===== src/rtl/fetch_sequencer_if.sv =====
// rtl/fetch_sequencer_if.sv - signal bundle between fetch_sequencer, next-PC logic, ID stage and instruction memory
//
// Groups the redirect input, ID backpressure, the instruction-memory request and
// response channels, and the IF/ID output register into one interface.
//   master : the fetch sequencer (drives imem_req/imem_addr and if_*)
//   slave  : the surroundings (drive redirect_*, id_stall, imem_ready and imem_rsp_*)
// Optional macro FETCH_PERF_COUNTERS_EN adds perf_fetch_cnt, perf_redirect_cnt
// and perf_stall_cnt, driven by the master.

interface fetch_sequencer_if;
  logic        redirect_valid;
  logic [31:0] redirect_pc;
  logic        id_stall;
  logic        imem_req;
  logic [31:0] imem_addr;
  logic        imem_ready;
  logic        imem_rsp_valid;
  logic [31:0] imem_rsp_data;
  logic        if_valid;
  logic [31:0] if_pc;
  logic [31:0] if_instr;
`ifdef FETCH_PERF_COUNTERS_EN
  logic [31:0] perf_fetch_cnt;
  logic [31:0] perf_redirect_cnt;
  logic [31:0] perf_stall_cnt;

  modport master (
    input  redirect_valid, redirect_pc, id_stall, imem_ready, imem_rsp_valid, imem_rsp_data,
    output imem_req, imem_addr, if_valid, if_pc, if_instr,
    output perf_fetch_cnt, perf_redirect_cnt, perf_stall_cnt
  );
  modport slave (
    output redirect_valid, redirect_pc, id_stall, imem_ready, imem_rsp_valid, imem_rsp_data,
    input  imem_req, imem_addr, if_valid, if_pc, if_instr,
    input  perf_fetch_cnt, perf_redirect_cnt, perf_stall_cnt
  );
`else
  modport master (
    input  redirect_valid, redirect_pc, id_stall, imem_ready, imem_rsp_valid, imem_rsp_data,
    output imem_req, imem_addr, if_valid, if_pc, if_instr
  );
  modport slave (
    output redirect_valid, redirect_pc, id_stall, imem_ready, imem_rsp_valid, imem_rsp_data,
    input  imem_req, imem_addr, if_valid, if_pc, if_instr
  );
`endif
endinterface


===== src/rtl/fetch_sequencer.sv =====
// rtl/fetch_sequencer.sv - IF-stage program counter and single-outstanding instruction fetch sequencer
//
// Owns the PC, issues one instruction-memory request at a time, accepts
// redirects from the next-PC logic (killing a stale in-flight fetch) and holds
// the fetched instruction in an output register under ID backpressure.
// Ports:
//   clk  - rising-edge clock
//   rst  - asynchronous active-high reset
//   bus  - fetch_sequencer_if.master: redirect_valid/redirect_pc, id_stall,
//          imem_req/imem_addr/imem_ready, imem_rsp_valid/imem_rsp_data,
//          if_valid/if_pc/if_instr
// Optional macro FETCH_PERF_COUNTERS_EN: adds fetch, redirect and stall counters.

module fetch_sequencer #(
  parameter logic [31:0] RESET_PC  = 32'h00000000,
  parameter logic [31:0] NOP_INSTR = 32'h00000013
) (
  input  logic           clk,
  input  logic           rst,
  fetch_sequencer_if.master bus
);

  typedef enum logic [1:0] {
    S_REQ  = 2'd0,
    S_WAIT = 2'd1,
    S_HOLD = 2'd2
  } state_t;

  state_t      state;
  logic [31:0] pc;
  logic [31:0] req_pc;
  logic        kill;
  logic        req_q;
  logic        if_valid_q;
  logic [31:0] if_pc_q;
  logic [31:0] if_instr_q;

  logic        handshake;
  logic        consume;
  logic [31:0] redirect_target;

  // req_q is a separate flop so the request stays low during reset even
  // though the state already sits in REQ.
  assign handshake       = req_q && bus.imem_ready;
  assign consume         = if_valid_q && !bus.id_stall;
  assign redirect_target = bus.redirect_pc & ~32'h00000001;

  assign bus.imem_req  = req_q;
  assign bus.imem_addr = pc;
  assign bus.if_valid  = if_valid_q;
  assign bus.if_pc     = if_pc_q;
  assign bus.if_instr  = if_instr_q;

  always_ff @(posedge clk or posedge rst) begin
    if (rst) begin
      state      <= S_REQ;
      pc         <= RESET_PC;
      req_pc     <= RESET_PC;
      kill       <= 1'b0;
      req_q      <= 1'b0;
      if_valid_q <= 1'b0;
      if_pc_q    <= RESET_PC;
      if_instr_q <= NOP_INSTR;
    end else begin
      // Default consumption; a load later in this block takes precedence.
      if (consume) begin
        if_valid_q <= 1'b0;
        if_instr_q <= NOP_INSTR;
      end

      if (bus.redirect_valid) begin
        pc         <= redirect_target;
        if_valid_q <= 1'b0;
        if_instr_q <= NOP_INSTR;
        case (state)
          S_REQ: begin
            if (handshake) begin
              // The request already left with the old address.
              req_pc <= pc;
              kill   <= 1'b1;
              state  <= S_WAIT;
              req_q  <= 1'b0;
            end else begin
              state <= S_REQ;
              req_q <= 1'b1;
            end
          end
          S_WAIT: begin
            if (bus.imem_rsp_valid) begin
              // The stale response is dropped right here, nothing left to kill.
              kill  <= 1'b0;
              state <= S_REQ;
              req_q <= 1'b1;
            end else begin
              kill <= 1'b1;
            end
          end
          default: begin
            state <= S_REQ;
            req_q <= 1'b1;
          end
        endcase
      end else begin
        case (state)
          S_REQ: begin
            if (handshake) begin
              req_pc <= pc;
              state  <= S_WAIT;
              req_q  <= 1'b0;
            end else begin
              req_q <= 1'b1;
            end
          end
          S_WAIT: begin
            if (bus.imem_rsp_valid) begin
              if (kill) begin
                kill  <= 1'b0;
                state <= S_REQ;
                req_q <= 1'b1;
              end else begin
                if_valid_q <= 1'b1;
                if_pc_q    <= req_pc;
                if_instr_q <= bus.imem_rsp_data;
                pc         <= req_pc + 32'd4;
                // The just-loaded instruction occupies the register next
                // cycle, so the next fetch waits in HOLD until ID takes it.
                state      <= S_HOLD;
              end
            end
          end
          S_HOLD: begin
            if (!bus.id_stall) begin
              state <= S_REQ;
              req_q <= 1'b1;
            end
          end
          default: begin
            state <= S_REQ;
            req_q <= 1'b1;
          end
        endcase
      end
    end
  end

`ifdef FETCH_PERF_COUNTERS_EN
  logic [31:0] fetch_cnt;
  logic [31:0] redirect_cnt;
  logic [31:0] stall_cnt;

  assign bus.perf_fetch_cnt    = fetch_cnt;
  assign bus.perf_redirect_cnt = redirect_cnt;
  assign bus.perf_stall_cnt    = stall_cnt;

  always_ff @(posedge clk or posedge rst) begin
    if (rst) begin
      fetch_cnt    <= 32'd0;
      redirect_cnt <= 32'd0;
      stall_cnt    <= 32'd0;
    end else begin
      if ((state == S_WAIT) && bus.imem_rsp_valid && !kill && !bus.redirect_valid)
        fetch_cnt <= fetch_cnt + 32'd1;
      if (bus.redirect_valid)
        redirect_cnt <= redirect_cnt + 32'd1;
      if (if_valid_q && bus.id_stall)
        stall_cnt <= stall_cnt + 32'd1;
    end
  end
`endif

endmodule


===== src/flat_wrapper.sv =====
// flat-port wrapper written by rule: the top's interface ports become plain ports
module fetch_sequencer_flat 
#(
  parameter logic [31:0] RESET_PC  = 32'h00000000,
  parameter logic [31:0] NOP_INSTR = 32'h00000013
)
  (clk, rst, bus_redirect_valid, bus_redirect_pc, bus_id_stall, bus_imem_ready, bus_imem_rsp_valid, bus_imem_rsp_data, bus_imem_req, bus_imem_addr, bus_if_valid, bus_if_pc, bus_if_instr);
  fetch_sequencer_if bus_i ();
  input  logic clk;
  input  logic rst;
  input wire logic [$bits(bus_i.redirect_valid)-1:0] bus_redirect_valid;
  input wire logic [$bits(bus_i.redirect_pc)-1:0] bus_redirect_pc;
  input wire logic [$bits(bus_i.id_stall)-1:0] bus_id_stall;
  input wire logic [$bits(bus_i.imem_ready)-1:0] bus_imem_ready;
  input wire logic [$bits(bus_i.imem_rsp_valid)-1:0] bus_imem_rsp_valid;
  input wire logic [$bits(bus_i.imem_rsp_data)-1:0] bus_imem_rsp_data;
  output wire logic [$bits(bus_i.imem_req)-1:0] bus_imem_req;
  output wire logic [$bits(bus_i.imem_addr)-1:0] bus_imem_addr;
  output wire logic [$bits(bus_i.if_valid)-1:0] bus_if_valid;
  output wire logic [$bits(bus_i.if_pc)-1:0] bus_if_pc;
  output wire logic [$bits(bus_i.if_instr)-1:0] bus_if_instr;
  assign bus_i.redirect_valid = bus_redirect_valid;
  assign bus_i.redirect_pc = bus_redirect_pc;
  assign bus_i.id_stall = bus_id_stall;
  assign bus_i.imem_ready = bus_imem_ready;
  assign bus_i.imem_rsp_valid = bus_imem_rsp_valid;
  assign bus_i.imem_rsp_data = bus_imem_rsp_data;
  assign bus_imem_req = bus_i.imem_req;
  assign bus_imem_addr = bus_i.imem_addr;
  assign bus_if_valid = bus_i.if_valid;
  assign bus_if_pc = bus_i.if_pc;
  assign bus_if_instr = bus_i.if_instr;
  fetch_sequencer #(.RESET_PC(RESET_PC), .NOP_INSTR(NOP_INSTR)) u_core (.clk(clk), .rst(rst), .bus(bus_i));
endmodule

===== config.mk =====
export PLATFORM = sky130hd
export DESIGN_NAME = fetch_sequencer_flat
export DESIGN_NICKNAME = d
export VERILOG_FILES = /design/src/rtl/fetch_sequencer_if.sv /design/src/rtl/fetch_sequencer.sv /design/src/flat_wrapper.sv
export SDC_FILE = /design/constraint.sdc
export NUM_CORES = 1
export LEC_CHECK = 0
export ABC_CLOCK_PERIOD_IN_PS = 4120
export CAP_MARGIN = 20
export CORE_UTILIZATION = 40
export CTS_CLUSTER_SIZE = 40
export DETAILED_ROUTE_END_ITERATION = 10
export GPL_ROUTABILITY_DRIVEN = 1
export PLACE_DENSITY_LB_ADDON = 0.15
export SETUP_SLACK_MARGIN = 0.2
export SKIP_LAST_GASP = 1
export SLEW_MARGIN = 0
export SYNTH_ARGS = -nofsm -noshare
export SYNTH_HDL_FRONTEND = slang
export SYNTH_SLANG_ARGS = --single-unit

===== constraint.sdc =====
create_clock -name clk -period 4.12 [get_ports clk]
set_input_delay 0.618 -clock clk [delete_from_list [all_inputs] [get_ports clk]]
set_output_delay 0.618 -clock clk [all_outputs]
set_load 0.1 [all_outputs]

## After elaboration in Yosys (flattened, before gate mapping)

Cells that the tools add are included.

| operators by class | value |
|---|---|
| multiply operators | 0 |
| reductions and logical operators | 13 |
| eq/ne operators | 8 |
| bitwise gates (word level) | 2 |
| divide/modulo/power cells | 0 |
| add/sub/neg operators | 1 |
| shift operators | 0 |
| $lt $le $gt $ge | 0 |
| multiplexer cells | 37 |

Operators by type and width:

| operator | count |
|---|---|
| 2-to-1 mux 32 bit | 9 |
| adder 32 x 3 -> 32 bit, second input constant | 1 |
| 2-to-1 mux 1 bit | 17 |
| 2-to-1 mux 2 bit | 6 |
| inequality test 3 x 2 -> 1 bit, second input constant | 3 |
| AND reduction 3 bit | 3 |
| AND reduction 4 bit | 2 |
| one-hot mux 2 bit (3 select lines) | 1 |
| nonzero test 2 bit | 3 |
| inequality test 2 bit, second input constant | 2 |
| one-hot mux 1 bit (2 select lines) | 2 |
| one-hot mux 2 bit (2 select lines) | 1 |
| inequality test 3 bit, second input constant | 1 |
| one-hot mux 1 bit (3 select lines) | 1 |
| == test 2 x 1 -> 1 bit, second input constant | 1 |
| == test 2 bit, second input constant | 1 |
| logical AND 1 bit | 2 |
| logical NOT 2 bit | 1 |
| inverter 1 bit | 2 |
| AND reduction 2 bit | 1 |
| logical NOT 1 bit | 1 |

| storage, ports and cells | value |
|---|---|
| input bits | 70 |
| memories kept | 0 |
| register bits | 133 |
| bits in latches | 0 |
| bits in read-only memories | 0 |
| RAM bits | 0 |

## Longest topological paths before layout

Gate-level depths: netlist (run 1).

| depth | value |
|---|---|
| depth after elaboration | 7 |
| gate-level depth with buffers | 7 |
| mapped depth without buffers | 6 |

## Least setup slack after synthesis (run 1)

Ideal clock, no wire load.

| timing path | value |
|---|---|
| path type | flip-flop to flip-flop |
| start point | register u_core.req_q (netlist: u_core.bus.imem_req) |
| end point | register u_core.req_pc[1] |
| data arrival time | 1.982 ns |
| cell stages (with the launch flop) | 5 |
| path buffers | 1 |
| setup slack | 2.012 ns |
| period minus slack after synthesis | 2.108 ns |
| path through | dfrtp_1 nand2_1 nor3_2 buf_2 mux2_2 |

| between the ends | value |
|---|---|
| word-level cells in the longest chain between the ends | 2 |

RTL lines:

| element | RTL line | RTL |
|---|---|---|
| from (decl) | fetch_sequencer.sv:33 | `logic req_q;` |
| from (signal assigned) | fetch_sequencer.sv:60 | `req_q <= 1'b0;` |
| from (signal assigned) | fetch_sequencer.sv:82 | `req_q <= 1'b0;` |
| from (signal assigned) | fetch_sequencer.sv:85 | `req_q <= 1'b1;` |
| logical AND 1 bit | fetch_sequencer.sv:44 | `assign handshake = req_q && bus.imem_ready;` |
| AND reduction 2 bit (no line) | - |  |
| to (signal assigned) | fetch_sequencer.sv:79 | `req_pc <= pc;` |
| to (signal assigned) | fetch_sequencer.sv:107 | `req_pc <= pc;` |
| to (decl) | fetch_sequencer.sv:31 | `logic [31:0] req_pc;` |

Every way passes these cells.
A chain may end at the register's enable or synchronous reset.

## Final worst setup path (run 1)

| timing path | value |
|---|---|
| start point | register u_core.if_instr_q[0] (netlist: u_core.bus.if_instr[0]) |
| end point | output port bus_if_instr[0] |

RTL lines:

| element | RTL line | RTL |
|---|---|---|
| from (decl) | fetch_sequencer.sv:36 | `logic [31:0] if_instr_q;` |
| from (signal assigned) | fetch_sequencer.sv:123 | `if_instr_q <= bus.imem_rsp_data;` |
| to (decl) | flat_wrapper.sv:21 | `output wire logic [$bits(bus_i.if_instr)-1:0] bus_if_instr;` |

No word-level cell between the ends.

==> impl_metrics.yaml, run 1 <==
routing:
  drtIter0Drc: 217
  vias_per_cell: 5.23
  drt_first_pass_iters: 4
  drc: 0
  wl_per_cell_um: 16.9
  wirelength_um: 14400
  ant_nets: 0
  num_vias: 4470
global_route:
  grt_pass1_wl_um: 23200
  grt-ovfl-total: 0
  grt_usage: 0.211
  grt_max_degree: 71
  antenna_found_initial: 1
  grtUsageMet2: 0.329
  use_met3: 0.0712
  grt_pass1_vias: 4579
  use_met1: 0.269
  grt_most_used_layer: "met2"
timing:
  finClkSkew_ns: 0.00421
  min_period_ns: 2.72
  slew_headroom: 0.317
  max_freq_ghz: 0.368
  worst_slack_ns: 1.40
  hold_viol: 0
  worst_slew_pin_slew_ns: 1.02
  period_share: 0.660
  drv_slew: 0
  setup_viol: 0
  tns_ns: 0
  rsz0062_at_grt: "false"
logic_synthesis:
  ys_seq_area_frac: 0.591
  ys_ff_latch: 133
  synth.top_cells.by_area: "dfrtp_1 58%, nand2_1 7.5%, mux2_2 6.6%, a22o_1 4.7%, a22oi_1 3.5%"
  synth_area_um2: 5640
  synth.avg_cell_area_um2: 11.3
  netlist.area_leader.share: 0.577
  synth_cell_types: 38
  ys_warn_count: 0
  synth_top_cell_by_area: "dfrtp_1"
  synth_nets: 572
  netlist_instances: 501
power:
  leakage_nw: 3.48
  power_w: 0.00676
  ir_worst_vdd_uv: 553
  p_per_area_nw_per_um2: 842
setup_path:
  regToRegStartpoint: "u_core.state[1]"
  critPathArrivalTime_ns: 2.10
  start_kind: "register"
  reg2reg_slack_ns: 1.86
  crit_cells: 1
  cp-end-kind: "primary output"
  path_cells: "clkdlybuf4s50_1"
  critPathMaxFanout: 2
  crit_buf_inv: 1
  criticalPathCategory: "reg2out"
  ff2ff_path_depth: 4
  critPathTopFamily: "buffers and inverters"
  crit_slowest_cell: "clkdlybuf4s50_1"
  crit_path_max_incr_delay_ns: 1.15
  cp_data_required_time_ns: 3.50
  r2r_end: "u_core.bus.if_instr[0]"
layout:
  n_antenna_cell: 0
  fin_nets: 736
  syn2layout_area_growth_pct: 42.3
  drive_gt1_frac: 0.126
place:
  hpwl_um: 9840
  gp_congestion: 0.757
  pre_cts_ws_ns: 1.24
  portBuffers: 166
clock_tree:
  numCtsBuffers: 17
  cts_hold_repair.buffers: 0
  cts_tree: "yes"
  post_cts_buffers: 0
  cts_sinks: 133
  clock_path_buffers: 2
  clk_pin_slew_ns: 0.05
  cts-root-buf: "clkbuf_16"
  clock_latency_ns: 0.41
  cts-resized-gates: 0
  cts_max_level: 4
min_path:
  min_from: "u_core.bus.if_pc[22]"
  hold_end: "u_core.bus.if_pc[22]"
  hold_depth: 2
  hp-class: "reg2reg"
floorplan:
  die_height_um: 121
  initial_core_util: 0.408
  io_pins: 168
  num_rows: 43
  die_w_um: 121
  dieArea_um2: 14600
  core_region_area_um2: 13800
run_status:
  outcome: "finished, final reports clean"
run:
  max_cap_violations: 0
-- sequential cells by signal, indices dropped and copies added (netlist names) --
signal	cells
u_core.bus.imem_req	1
u_core.bus.if_valid	1
u_core.kill	1
u_core.state	2
u_core.bus.if_instr	32
u_core.bus.imem_addr	32
u_core.bus.if_pc	32
u_core.req_pc	32
-- cell usage in the layout (no fill, tap or decap), drive strengths merged, types with 13 or more instances in the layout --
| cell type | count |
|---|---|
| clkbuf | 24 |
| a22o | 30 |
| a22oi | 26 |
| dfrtp | 130 |
| nand2 | 114 |
| clkdlybuf4s50 | 165 |
| nand3 | 13 |
| mux2 | 33 |
| o21ai | 31 |
| xor2 | 15 |
-- layer usage --
layer | share of wire | wire (um)
met3 | 0.064 | 926
met5 | 0.0012 | 17
met2 | 0.48 | 6900
met1 | 0.44 | 6370
met4 | 0.015 | 220
-- metrics by stage --
step / utilization / std cells / hold WS (ns) / instance area (um^2)
finish: 0.581 / 855 / 0.473 / 8030
CTS: 0.581 / 855 / 0.475 / 8030
floorplan: - / 501 / 0.456 / 5650
detailed placement: 0.541 / 826 / 0.462 / 7490
global placement: 0.541 / 826 / 0.461 / 7490
global route: 0.581 / 855 / 0.503 / 8030
-- synthesized netlist by cell type, drive strengths merged --
master and count:
o21ai 31, or3 1, buf 21, mux2 33, a22o 30, and4 4
nor2 12, nand4 8, o22a 3, a21oi 3, dfrtp 130, nand3b 3
a211oi 1, xor2 15, nand2 114, clkbuf 9, dfstp 3, o21a 1
a22oi 26, nor4 5, a32o 1, and4b 1, xnor2 12, nand3 13
ha 1, mux2i 3, nor3 6, inv 4, nor3b 1, a221o 2
and3 4
-- cell type report --
cell class / instances / area, um^2
flip-flops and latches: 133 / 3330
multi-input cells: 334 / 2170
well taps: 180 / 225
clock inverters: 5 / 50.0
repair buffers: 175 / 1740
inverters: 4 / 18.8
fillers: 1171 / 5800
clock buffers: 24 / 492
-- kinds of logic after synthesis --
| kind of cell | synth area share |
|---|---|
| compound gates | 0.125 |
| xor+xnor | 0.0419 |
| fa+ha+maj | 0.00222 |
| buf+inv | 0.0273 |
| flops | 0.591 |
| mux | 0.0712 |
| simple gates | 0.142 |
-- power by group --
part	switching, W	internal, W
sequential	0.000416	0.00172
combinational	0.00237	0.000867
clock	0.000516	0.000878
total	0.00330	0.00346
-- worst max-delay path by stage --
stage,startpoint,end,slack (ns)
floorplan,rst,u_core.bus.if_instr[10],1.85
global placement,bus_imem_rsp_valid,u_core.bus.if_instr[0],1.27
detailed placement,bus_imem_rsp_valid,u_core.bus.if_instr[0],1.24
CTS,u_core.bus.if_instr[0],bus_if_instr[0],1.38
global route,u_core.bus.if_instr[0],bus_if_instr[0],1.35
finish,u_core.bus.if_instr[0],bus_if_instr[0],1.40
No activity file was read; power rests on OpenSTA's default activity.
==> run 2, diff against run 1 <==
--- a/config.mk
+++ b/config.mk
@@ -5,7 +5,7 @@
 export SDC_FILE = /design/constraint.sdc
 export NUM_CORES = 1
 export LEC_CHECK = 0
-export ABC_CLOCK_PERIOD_IN_PS = 4120
+export ABC_CLOCK_PERIOD_IN_PS = 2470
 export CAP_MARGIN = 20
 export CORE_UTILIZATION = 40
 export CTS_CLUSTER_SIZE = 40
==> constraint.sdc (replaced) <==
create_clock -name clk -period 2.47 [get_ports clk]
set_input_delay 0.3705 -clock clk [delete_from_list [all_inputs] [get_ports clk]]
set_output_delay 0.3705 -clock clk [all_outputs]
set_load 0.1 [all_outputs]
==> run 2 against run 1 <==
  * Die area is the same
  * Non-clock buffer count rose by 3
  * Clock-buffer cell count up 3
  * Largest power group unchanged
  * Global-route usage up 0.84 points
  * Combinational power grew 63%
  * Critical path type is now reg2reg
  * Power increased by 65%
  * Design area is 2.5% lower
  * Core utilization is 1.4 points lower
  * Final cell count is 0.82% higher
  * Hold slack got worse by 0.056 ns
  * Clock power up 65%
==> impl_metrics.yaml, run 2 (synthesis gave the netlist of run 1 again) <==
setup_path:
  critPathMaxFanout: 17
  path_cells: "nand3b_1 > nor2_1 > nor2_2 > o21ai_0"
  crit_path_max_incr_delay_ns: 0.78
  crit_slowest_cell: "nor2_2"
  critPathArrivalTime_ns: 2.16
  cp-end-kind: "register"
  start_kind: "register"
  criticalPathCategory: "reg2reg"
  cp_data_required_time_ns: 2.73
routing:
  wl_per_cell_um: 17.5
  drt_first_pass_iters: 4
  wirelength_um: 15100
  ant_nets: 0
  drtIter0Drc: 268
  vias_per_cell: 5.28
  drc: 0
  num_vias: 4548
clock_tree:
  cts_sinks: 133
  cts_tree: "yes"
  post_cts_buffers: 0
  clock_path_buffers: 2
  clk_pin_slew_ns: 0.05
  cts-resized-gates: 0
  numCtsBuffers: 17
  cts_hold_repair.buffers: 0
  clock_latency_ns: 0.42
  cts_max_level: 4
  cts-root-buf: "clkbuf_16"
timing:
  hold_viol: 0
  finClkSkew_ns: 0.00575
  worst_slew_pin_slew_ns: 0.963
  rsz0062_at_grt: "false"
  tns_ns: 0
  min_period_ns: 1.90
  period_share: 0.768
  setup_viol: 0
  slew_headroom: 0.357
  holdWs_ns: 0.417
  drv_slew: 0
  max_freq_ghz: 0.527
run_status:
  outcome: "finished, final reports clean"
layout:
  fin_nets: 740
  utilization: 0.566
  layout_common_cells: "130 x dfrtp_1, 112 x nand2_1, 107 x buf_4"
  n_antenna_cell: 0
  syn2layout_area_growth_pct: 38.8
  final_cells: 862
  final_common_cell: "dfrtp_1"
  drive_gt1_frac: 0.271
  n_fill_cell: 1202
run:
  max_cap_violations: 0
global_route:
  grt_usage: 0.219
  grt_max_degree: 69
  grt-ovfl-total: 0
  antenna_found_initial: 1
  grt_pass1_vias: 4708
  grt_pass1_wl_um: 24300
power:
  internal_power_w: 0.00561
  leakage_nw: 3.64
  p_comb_frac: 0.473
  ir_worst_vdd_uv: 902
  p_per_area_nw_per_um2: 1420
  power_w: 0.0112
  clkPwrFrac: 0.206
  power.switching_w: 0.00554
  switching_share: 0.497
  seq_power_share: 0.320
floorplan:
  num_rows: 43
  io_pins: 168
  initial_core_util: 0.408
  die_w_um: 121
  core_region_area_um2: 13800
  die_height_um: 121
  dieArea_um2: 14600
place:
  portBuffers: 166
  hpwl_um: 10000
  gp_congestion: 0.753
  dp_cells: 829
min_path:
  hp-class: "in2async"
## run 2: changes by cell type in the layout (fill, tap and decap cells not counted), sizes merged
cell | previous run | this run
clkdlybuf4s50 | 165 | 67
nor2 | 12 | 13
clkbuf | 24 | 27
buf | 10 | 111
## run 2: cell type report
type                       instances  area (um^2)  share of cell area
sequential                       133         3330               0.426
multi-input combinational        335         2180               0.279
tap                              180          225              0.0288
clock inverter                     5         50.0             0.00639
inverter                           4         18.8             0.00240
timing repair buffer             178         1540               0.197
clock buffer                      27          483              0.0617
## run 2: layer usage
| metal | part of all wire | track usage | vias to the layer above |
|---|---|---|---|
| met5 | 0.00066 | 0 | - |
| met4 | 0.020 | 0.0856 | 2 |
| met3 | 0.060 | 0.0698 | 23 |
| met2 | 0.49 | 0.353 | 142 |
| met1 | 0.43 | 0.273 | 2273 |
| li1 | - | - | 2108 |
## run 2: metrics by stage
step                cell area, um^2  worst slack [ns]
floorplan                      5650             0.362
global placement               7290            0.0907
finish                         7830             0.574
CTS                            7820             0.326
detailed placement             7290           0.00697
global route                   7830             0.455
## run 2: critical path: cells and delay by family (launching register included)
kind	cells	cell delay, ns
AOI/OAI and AO/OA	1	0.20
DFF	1	0.46
and+or+nand+nor	3	1.07
## run 2: final timing paths
check | to | cells after the start | slack (ns) | start
max in group asynchronous | u_core.bus.if_instr[1] | 3 | 1.70 | rst
min in group clk | u_core.bus.imem_addr[1] | 3 | 0.46 | bus_redirect_valid
worst max register to register | u_core.bus.imem_addr[1] | 4 | 0.57 | u_core.state[1]
worst min register to register | u_core.bus.if_pc[4] | 2 | 0.48 | u_core.bus.if_pc[4]
worst max-delay path | u_core.bus.imem_addr[1] | 4 | 0.57 | u_core.state[1]
worst min-delay path | u_core.bus.if_instr[2] | 3 | 0.42 | rst
## run 2: power groups by stage
stage          combinational [W]  sequential, W  clock, W
3_5_place_dp             0.00530        0.00359         0
3_3_place_gp             0.00525        0.00356         0
4_1_cts                  0.00531        0.00357   0.00236
2_1_floorplan            0.00123        0.00638         0
5_1_grt                  0.00553        0.00369   0.00245
6_report                 0.00528        0.00357   0.00230
